[config.mk]
export PLATFORM = sky130hd
export DESIGN_NAME = alu_seq
export DESIGN_NICKNAME = d
export VERILOG_FILES = /design/src/rtl/alu_seq_pkg.sv /design/src/rtl/alu_seq_addsub.sv /design/src/rtl/alu_seq.sv
export SDC_FILE = /design/constraint.sdc
export NUM_CORES = 1
export LEC_CHECK = 0
export ABC_AREA = 1
export BUFFER_PORTS_ARGS = -buffer_cell sky130_fd_sc_hd__buf_2
export CORE_AREA = 2 2 123 215
export DETAILED_ROUTE_END_ITERATION = 8
export DIE_AREA = 0 0 125 217
export PLACE_DENSITY = 0.73
export SKIP_LAST_GASP = 1
export SLEW_MARGIN = 20
export SYNTH_ARGS = -nofsm -noshare
export SYNTH_HDL_FRONTEND = slang
export SYNTH_HIERARCHICAL = 1
export SYNTH_SLANG_ARGS = --single-unit
[constraint.sdc]
create_clock -name clk -period 10.8 [get_ports clk]
set_input_delay 0.54 -clock clk [delete_from_list [all_inputs] [get_ports clk]]
set_output_delay 0.54 -clock clk [all_outputs]
set_load 0.01 [all_outputs]
[src/rtl/alu_seq_pkg.sv]
`default_nettype none
// ============================================================================
//  Module      : alu_seq_pkg
//  Description : Shared definitions for the multi-cycle ALU. Holds the
//                operation codes, the controller state encoding and a small
//                op-decode helper.
//  Revision    : 1.0 - initial release
// ============================================================================
package alu_seq_pkg;

    // Operation codes
    localparam logic [3:0] OP_AND  = 4'b0000;
    localparam logic [3:0] OP_OR   = 4'b0001;
    localparam logic [3:0] OP_ADD  = 4'b0010;
    localparam logic [3:0] OP_XOR  = 4'b0011;
    localparam logic [3:0] OP_NOR  = 4'b0100;
    localparam logic [3:0] OP_SLL  = 4'b0101;
    localparam logic [3:0] OP_SUB  = 4'b0110;
    localparam logic [3:0] OP_SRL  = 4'b0111;
    localparam logic [3:0] OP_SLT  = 4'b1000;
    localparam logic [3:0] OP_SLTU = 4'b1001;
    localparam logic [3:0] OP_SRA  = 4'b1010;
    localparam logic [3:0] OP_MULU = 4'b1011;

    // Controller states
    typedef enum logic [1:0] {
        IDLE  = 2'd0,
        SHIFT = 2'd1,
        MUL   = 2'd2
    } state_t;

    // True for the three iterative shift operations
    function automatic logic is_shift(input logic [3:0] code);
        return (code == OP_SLL) || (code == OP_SRL) || (code == OP_SRA);
    endfunction

endpackage
`default_nettype wire

[src/rtl/alu_seq_addsub.sv]
`default_nettype none
// ============================================================================
//  Module      : alu_seq_addsub
//  Description : WIDTH-bit adder/subtractor. Subtraction is a + ~b + 1.
//                Shared by ADD, SUB, SLT, SLTU and the multiply accumulate.
//  Ports       : a, b       - operands
//                sub        - 1 selects subtraction
//                sum        - modulo 2^WIDTH result
//                carry_out  - carry out of the MSB (1 = no borrow on sub)
//                overflow   - signed overflow of the operation
//  Revision    : 1.0 - initial release
// ============================================================================
module alu_seq_addsub #(
    parameter int WIDTH = 32
) (
    input  logic [WIDTH-1:0] a,
    input  logic [WIDTH-1:0] b,
    input  logic             sub,
    output logic [WIDTH-1:0] sum,
    output logic             carry_out,
    output logic             overflow
);

    logic [WIDTH-1:0] w_b;

    assign w_b = sub ? ~b : b;

    assign {carry_out, sum} = {1'b0, a} + {1'b0, w_b} + {{WIDTH{1'b0}}, sub};

    // Operands of equal sign producing a result of the other sign
    assign overflow = (a[WIDTH-1] == w_b[WIDTH-1]) && (sum[WIDTH-1] != a[WIDTH-1]);

endmodule
`default_nettype wire

[src/rtl/alu_seq.sv]
`default_nettype none
// ============================================================================
//  Module      : alu_seq
//  Description : Multi-cycle ALU with start/busy/done handshake. Logic and
//                add/sub/compare ops complete in one cycle; shifts iterate one
//                bit per cycle; MULU is an unsigned shift-add multiply.
//  Ports       : clk, reset (async, active high)
//                start, op, a, b, shamt  - request and operands
//                busy                    - multi-cycle op in progress
//                done                    - one-cycle completion pulse
//                result, result_hi       - result (hi half only for MULU)
//                zero, overflow          - flags, held with the result
//  Revision    : 1.0 - initial release
// ============================================================================
module alu_seq
    import alu_seq_pkg::*;
#(
    parameter int WIDTH   = 32,
    parameter int SHAMT_W = $clog2(WIDTH)
) (
    input  logic               clk,
    input  logic               reset,
    input  logic               start,
    input  logic [3:0]         op,
    input  logic [WIDTH-1:0]   a,
    input  logic [WIDTH-1:0]   b,
    input  logic [SHAMT_W-1:0] shamt,
    output logic               busy,
    output logic               done,
    output logic [WIDTH-1:0]   result,
    output logic [WIDTH-1:0]   result_hi,
    output logic               zero,
    output logic               overflow
);

    // Counter must reach WIDTH for the multiply, one bit beyond a shift amount
    localparam int CNT_W = SHAMT_W + 1;

    state_t             r_state;
    state_t             w_state_next;
    logic [3:0]         r_op;
    logic [CNT_W-1:0]   r_cnt;
    logic [WIDTH-1:0]   r_work;      // shift operand, or multiplier / product low half
    logic [WIDTH-1:0]   r_acc;       // product high half
    logic [WIDTH-1:0]   r_mcand;
    logic               r_done;
    logic [WIDTH-1:0]   r_result;
    logic [WIDTH-1:0]   r_result_hi;
    logic               r_zero;
    logic               r_ovf;

    logic               w_accept;
    logic [WIDTH-1:0]   w_add_a;
    logic [WIDTH-1:0]   w_add_b;
    logic               w_add_sub;
    logic [WIDTH-1:0]   w_add_sum;
    logic               w_add_carry;
    logic               w_add_ovf;
    logic [WIDTH-1:0]   w_res;
    logic               w_ovf;
    logic [WIDTH-1:0]   w_shift_next;
    logic [WIDTH:0]     w_mul_sel;

    assign w_accept = start && (r_state == IDLE);

    // The adder serves the operands while idle and the accumulate while multiplying
    always_comb begin
        w_add_a   = a;
        w_add_b   = b;
        w_add_sub = (op == OP_SUB) || (op == OP_SLT) || (op == OP_SLTU);
        if (r_state == MUL) begin
            w_add_a   = r_acc;
            w_add_b   = r_mcand;
            w_add_sub = 1'b0;
        end
    end

    alu_seq_addsub #(.WIDTH(WIDTH)) u_addsub (
        .a         (w_add_a),
        .b         (w_add_b),
        .sub       (w_add_sub),
        .sum       (w_add_sum),
        .carry_out (w_add_carry),
        .overflow  (w_add_ovf)
    );

    // Single-cycle result selection
    always_comb begin
        w_res = '0;
        w_ovf = 1'b0;
        case (op)
            OP_AND:  w_res = a & b;
            OP_OR:   w_res = a | b;
            OP_XOR:  w_res = a ^ b;
            OP_NOR:  w_res = ~(a | b);
            OP_ADD,
            OP_SUB: begin
                w_res = w_add_sum;
                w_ovf = w_add_ovf;
            end
            // Sign of the true difference, corrected for overflow
            OP_SLT:  w_res = {{(WIDTH-1){1'b0}}, w_add_sum[WIDTH-1] ^ w_add_ovf};
            // No carry out of a + ~b + 1 means a borrow, i.e. a < b
            OP_SLTU: w_res = {{(WIDTH-1){1'b0}}, ~w_add_carry};
            default: w_res = '0;
        endcase
    end

    // One-bit shift step for the op captured at acceptance
    always_comb begin
        w_shift_next = r_work;
        case (r_op)
            OP_SLL:  w_shift_next = {r_work[WIDTH-2:0], 1'b0};
            OP_SRL:  w_shift_next = {1'b0, r_work[WIDTH-1:1]};
            OP_SRA:  w_shift_next = {r_work[WIDTH-1], r_work[WIDTH-1:1]};
            default: w_shift_next = r_work;
        endcase
    end

    // Multiply step: add the multiplicand into the high half when the current
    // multiplier bit is set; the carry becomes the new MSB after the shift.
    assign w_mul_sel = r_work[0] ? {w_add_carry, w_add_sum} : {1'b0, r_acc};

    // State register
    always_ff @(posedge clk or posedge reset) begin
        if (reset) begin
            r_state <= IDLE;
        end else begin
            r_state <= w_state_next;
        end
    end

    // Next-state logic
    always_comb begin
        w_state_next = r_state;
        case (r_state)
            IDLE: begin
                if (w_accept) begin
                    if (is_shift(op)) begin
                        w_state_next = SHIFT;
                    end else if (op == OP_MULU) begin
                        w_state_next = MUL;
                    end
                end
            end
            SHIFT,
            MUL: begin
                if (r_cnt == '0) begin
                    w_state_next = IDLE;
                end
            end
            default: w_state_next = IDLE;
        endcase
    end

    // Datapath and output registers
    always_ff @(posedge clk or posedge reset) begin
        if (reset) begin
            r_op        <= '0;
            r_cnt       <= '0;
            r_work      <= '0;
            r_acc       <= '0;
            r_mcand     <= '0;
            r_done      <= 1'b0;
            r_result    <= '0;
            r_result_hi <= '0;
            r_zero      <= 1'b1;
            r_ovf       <= 1'b0;
        end else begin
            r_done <= 1'b0;
            case (r_state)
                IDLE: begin
                    if (w_accept) begin
                        r_op <= op;
                        if (is_shift(op)) begin
                            r_work <= b;
                            r_cnt  <= {1'b0, shamt};
                        end else if (op == OP_MULU) begin
                            r_mcand <= a;
                            r_work  <= b;
                            r_acc   <= '0;
                            r_cnt   <= CNT_W'(WIDTH);
                        end else begin
                            r_result    <= w_res;
                            r_result_hi <= '0;
                            r_zero      <= (w_res == '0);
                            r_ovf       <= w_ovf;
                            r_done      <= 1'b1;
                        end
                    end
                end
                SHIFT: begin
                    if (r_cnt != '0) begin
                        r_work <= w_shift_next;
                        r_cnt  <= r_cnt - CNT_W'(1);
                    end else begin
                        r_result    <= r_work;
                        r_result_hi <= '0;
                        r_zero      <= (r_work == '0);
                        r_ovf       <= 1'b0;
                        r_done      <= 1'b1;
                    end
                end
                MUL: begin
                    if (r_cnt != '0) begin
                        r_acc  <= w_mul_sel[WIDTH:1];
                        r_work <= {w_mul_sel[0], r_work[WIDTH-1:1]};
                        r_cnt  <= r_cnt - CNT_W'(1);
                    end else begin
                        r_result    <= r_work;
                        r_result_hi <= r_acc;
                        r_zero      <= (r_work == '0);
                        r_ovf       <= 1'b0;
                        r_done      <= 1'b1;
                    end
                end
                default: ;
            endcase
        end
    end

    assign busy      = (r_state != IDLE);
    assign done      = r_done;
    assign result    = r_result;
    assign result_hi = r_result_hi;
    assign zero      = r_zero;
    assign overflow  = r_ovf;

endmodule
`default_nettype wire

==> results.md <==
* Post-synthesis compound-gate area fraction at a little under a fifth
* Post-synth top area share at 31.5%
* Routability Congestion at around 1
* Hold slack final at 0.136 ns
* Synthesis-stage register bit count at approximately 180
* Area of the core at 25600 sq um
* Synthesized netlist net count at ~2.2k
* I/O pins at 144
* Xor and xnor area share after synthesis at under 10%
* Skew final at 0.00825 ns
* GRT Util Overall at 34.6%
* Yosys warns at 6
* Slew Limit Fails at 0
* Buffers on Ports at 143
* Clock transition at the registers of the reported paths at 0.07 ns
* Vias per Instance at 5.75
* Synth Flop Type: dfrtp_1
* Syn Std Cell Area at ~14000 sq um
* First-pass DRT Iterations at 6
* Post-synthesis adder-cell area fraction at 9.38%
* Fin. Hold Viols at 0
* DR vias at 13.9k
* Data required time of the worst path at roughly 11 ns
* Routed WL at 47.2 mm
* Initial antenna violation count at 2
* M2 GR Usage at 59.7%
* Post CTS Setup Buffer Count at 0
* Status: finished clean
* # hold bufs at CTS at 0
* Int Pwr at between 2000 and 2500 uW
* Initial Utilization at around 54%
* GR Util met1 at 42.1%
* CTS tree: built
* Switching power at 2260 uW
* R2R cell count at 22
* CTS root buf: clkbuf_16
* Final worst path period need at 5.10 ns
* Remaining DRCs at 0
* CTS Buffer Depth at 2
* Max VDD drop at 184 uV
* Clk pwr share at between 10 and 15%
* # Max-Cap Violations at 0
* Simple-gate share of the synthesized area at 26.8%
* CTS-repair resized insts at 0
* Fillcell total at approximately 2.5k
* Total CTS buffers at 17
* Clk sinks at roughly 180
* CP Launch Type: flop
* RSZ-0062 raised after global routing: no
* Setup TNS at 0 ns
* Distinct cells, synth at approximately 50
* DR WL/cell at 19.5 um
* Worst-Margin Slew at 1.16 ns
* Global-route wire length before repair at 73.6 mm
* Arrival time at the worst endpoint at 5.49 ns
* Comb power frac at 60.0%
* CP Capture Type: flop
* DIE HEIGHT at 217 um
* Top post-synthesis cells by area: dfrtp_1, nand2_1, o21ai_0
* Met3 Resource Use GR at 4.40%
* Sequential fraction of the synthesis area at 31.7%
* Final ANT Viol Nets at 0
* Synth Instances at 2014
* Pin count of the biggest net entering global routing at 74
* Iteration-0 DRC Markers at about 1.1k
* Sequential cell area at 4380 sq um
* Final setup vio count at 0
* Largest family of logic cells by synthesized area: simple AND/OR/NAND/NOR gates
* Leak at roughly 0.0078 uW
* Row cnt at 78
* Crit path kind: flop to flop
* DIE WIDTH at 125 um
* Max-Slew Margin vs Limit at 22.4%
* Synth Area per Inst at 6.86 sq um
* Worst hold path class: input port to async pin
* Share of power burned in registers at 25.4%
* Asr flop ratio synth at 100%
* H-tree Lvls at 4
* Pwr Density at around 280 nW/um^2
* Critical path peak fanout at 73
* Vias in the first global route at 13.6k
* Layout cells sized above 1 at between 10% and 20%
* Post-synth EDFFs at 0
* DP HPWL at between 30 and 40 mm
* Total gr overflow at 0
* Multiplexer share of the synthesized area at 0.0724%
* Clk Latency, worst-skew pair at 0.46 ns
* DIE AREA at 27100 sq um
* Post-synth top area cell: dfrtp_1
* Synthesis-to-layout area growth at 10.1%
* Area occupied by multi-input gates at 8200 sq um
* Final net count at 2268
* Peak Freq at 196 MHz
* Busiest grt layer: met2
* Fin crit share at 47.2%
* Net Sw Frac at 52.4%
layout by cell type, fill, tap and decap left out, types with 8 or more instances in the layout:
cell	n
o21ai_1	8
nand3b_1	11
nand2_2	14
nor2_1	155
nand3_1	113
o21ai_0	298
nand2_1	554
clkbuf_16	17
a31oi_1	18
buf_4	14
nor2_2	8
a21oi_1	69
inv_1	206
ha_1	100
o211ai_1	23
buf_2	143
xor2_1	54
nand4_1	9
dfrtp_1	174
o2111ai_1	17
final timing paths:
kind,start,endpoint,slack [ns]
max,r_state[0],zero,5.70
max reg2reg,r_state[0],zero,5.70
max in group asynchronous,reset,result_hi[24],9.33
min,reset,r_work[5],0.14
min reg2reg,result_hi[22],result_hi[22],0.48
min in group clk,shamt[3],r_cnt[3],0.38
cell usage after synthesis (7+ instances only):
cell type,instances
o21ai_1,8
o2111ai_1,17
a31oi_1,18
nand2_1,555
nor2_2,9
buf_6,7
o221ai_1,7
nand4_1,9
ha_1,102
clkbuf_1,57
nand3_1,113
nand2_2,15
a21oi_1,69
nor2_1,155
o21ai_0,299
dfrtp_1,174
inv_2,7
inv_1,207
buf_2,28
o211ai_1,23
xor2_1,54
nand3b_1,11
worst max-delay path: stages (launching register included):
cell and delay [ns]:
dfrtp_1 0.40, inv_1 0.15, ha_4 0.58, buf_4 0.69, o21ai_0 0.40, xor2_1 0.24
ha_1 0.39, a21oi_1 0.21, o21ai_0 0.20, a21oi_1 0.19, nand2_2 0.14, nand2_2 0.10
nand2_4 0.06, xor2_2 0.18, nand2_1 0.08, nand2_1 0.05, nor2_1 0.24, nand2_1 0.13
nor2_1 0.14, nand2_1 0.07, nor2_1 0.08, nand3_1 0.08, a21oi_1 0.14
cell type report:
type	instances	area share [%]
clock inverters	9	0.715
well taps	320	2.63
inverters	217	5.39
diodes	2	0.0329
flip-flops and latches	175	28.8
clock buffers	22	3.18
multi-input cells	1521	53.9
repair buffers	157	5.39
flip-flops by register name, summed over array words and instances (netlist names):
register,count
result,32
r_op,4
r_cnt,6
r_mcand,32
r_acc,32
r_state,2
zero,1
overflow,1
done,1
r_work,32
result_hi,32
through the flow:
stage / std cells / util, % / cell area [sq um] / setup slack [ns] / power (uW)
after floorplan: 2014 / - / 13800 / 5.52 / 2910
after global placement: 2390 / 57.1 / 14600 / 5.64 / 3610
after detailed placement: 2390 / 57.1 / 14600 / 5.55 / 3640
after CTS: 2421 / 59.4 / 15200 / 5.84 / 4280
after global routing: 2423 / 59.5 / 15200 / 5.42 / 4660
final: 2423 / 59.5 / 15200 / 5.70 / 4320
layer usage:
metal,part of all wire [%],vias up
li1,-,6742
met1,39,6527
met2,50,543
met3,6.1,111
met4,4.9,0
met5,0,-
power by group through the flow:
stage / logic, uW / registers [uW] / clock network [uW]
after floorplan: 1820 / 1090 / 0
after global placement: 2510 / 1100 / 0
after detailed placement: 2540 / 1100 / 0
after CTS: 2550 / 1090 / 643
after global routing: 2870 / 1130 / 663
final: 2590 / 1100 / 630
cell families after synthesis:
group | Yosys count
muxes | 1
xor gates and xnor gates | 58
DFF | 175
and+or+nand+nor | 891
buffers and inverters | 318
AOI/OAI and AO/OA | 468
adders and majority gates | 103
No activity file was read; power rests on OpenSTA's default activity.
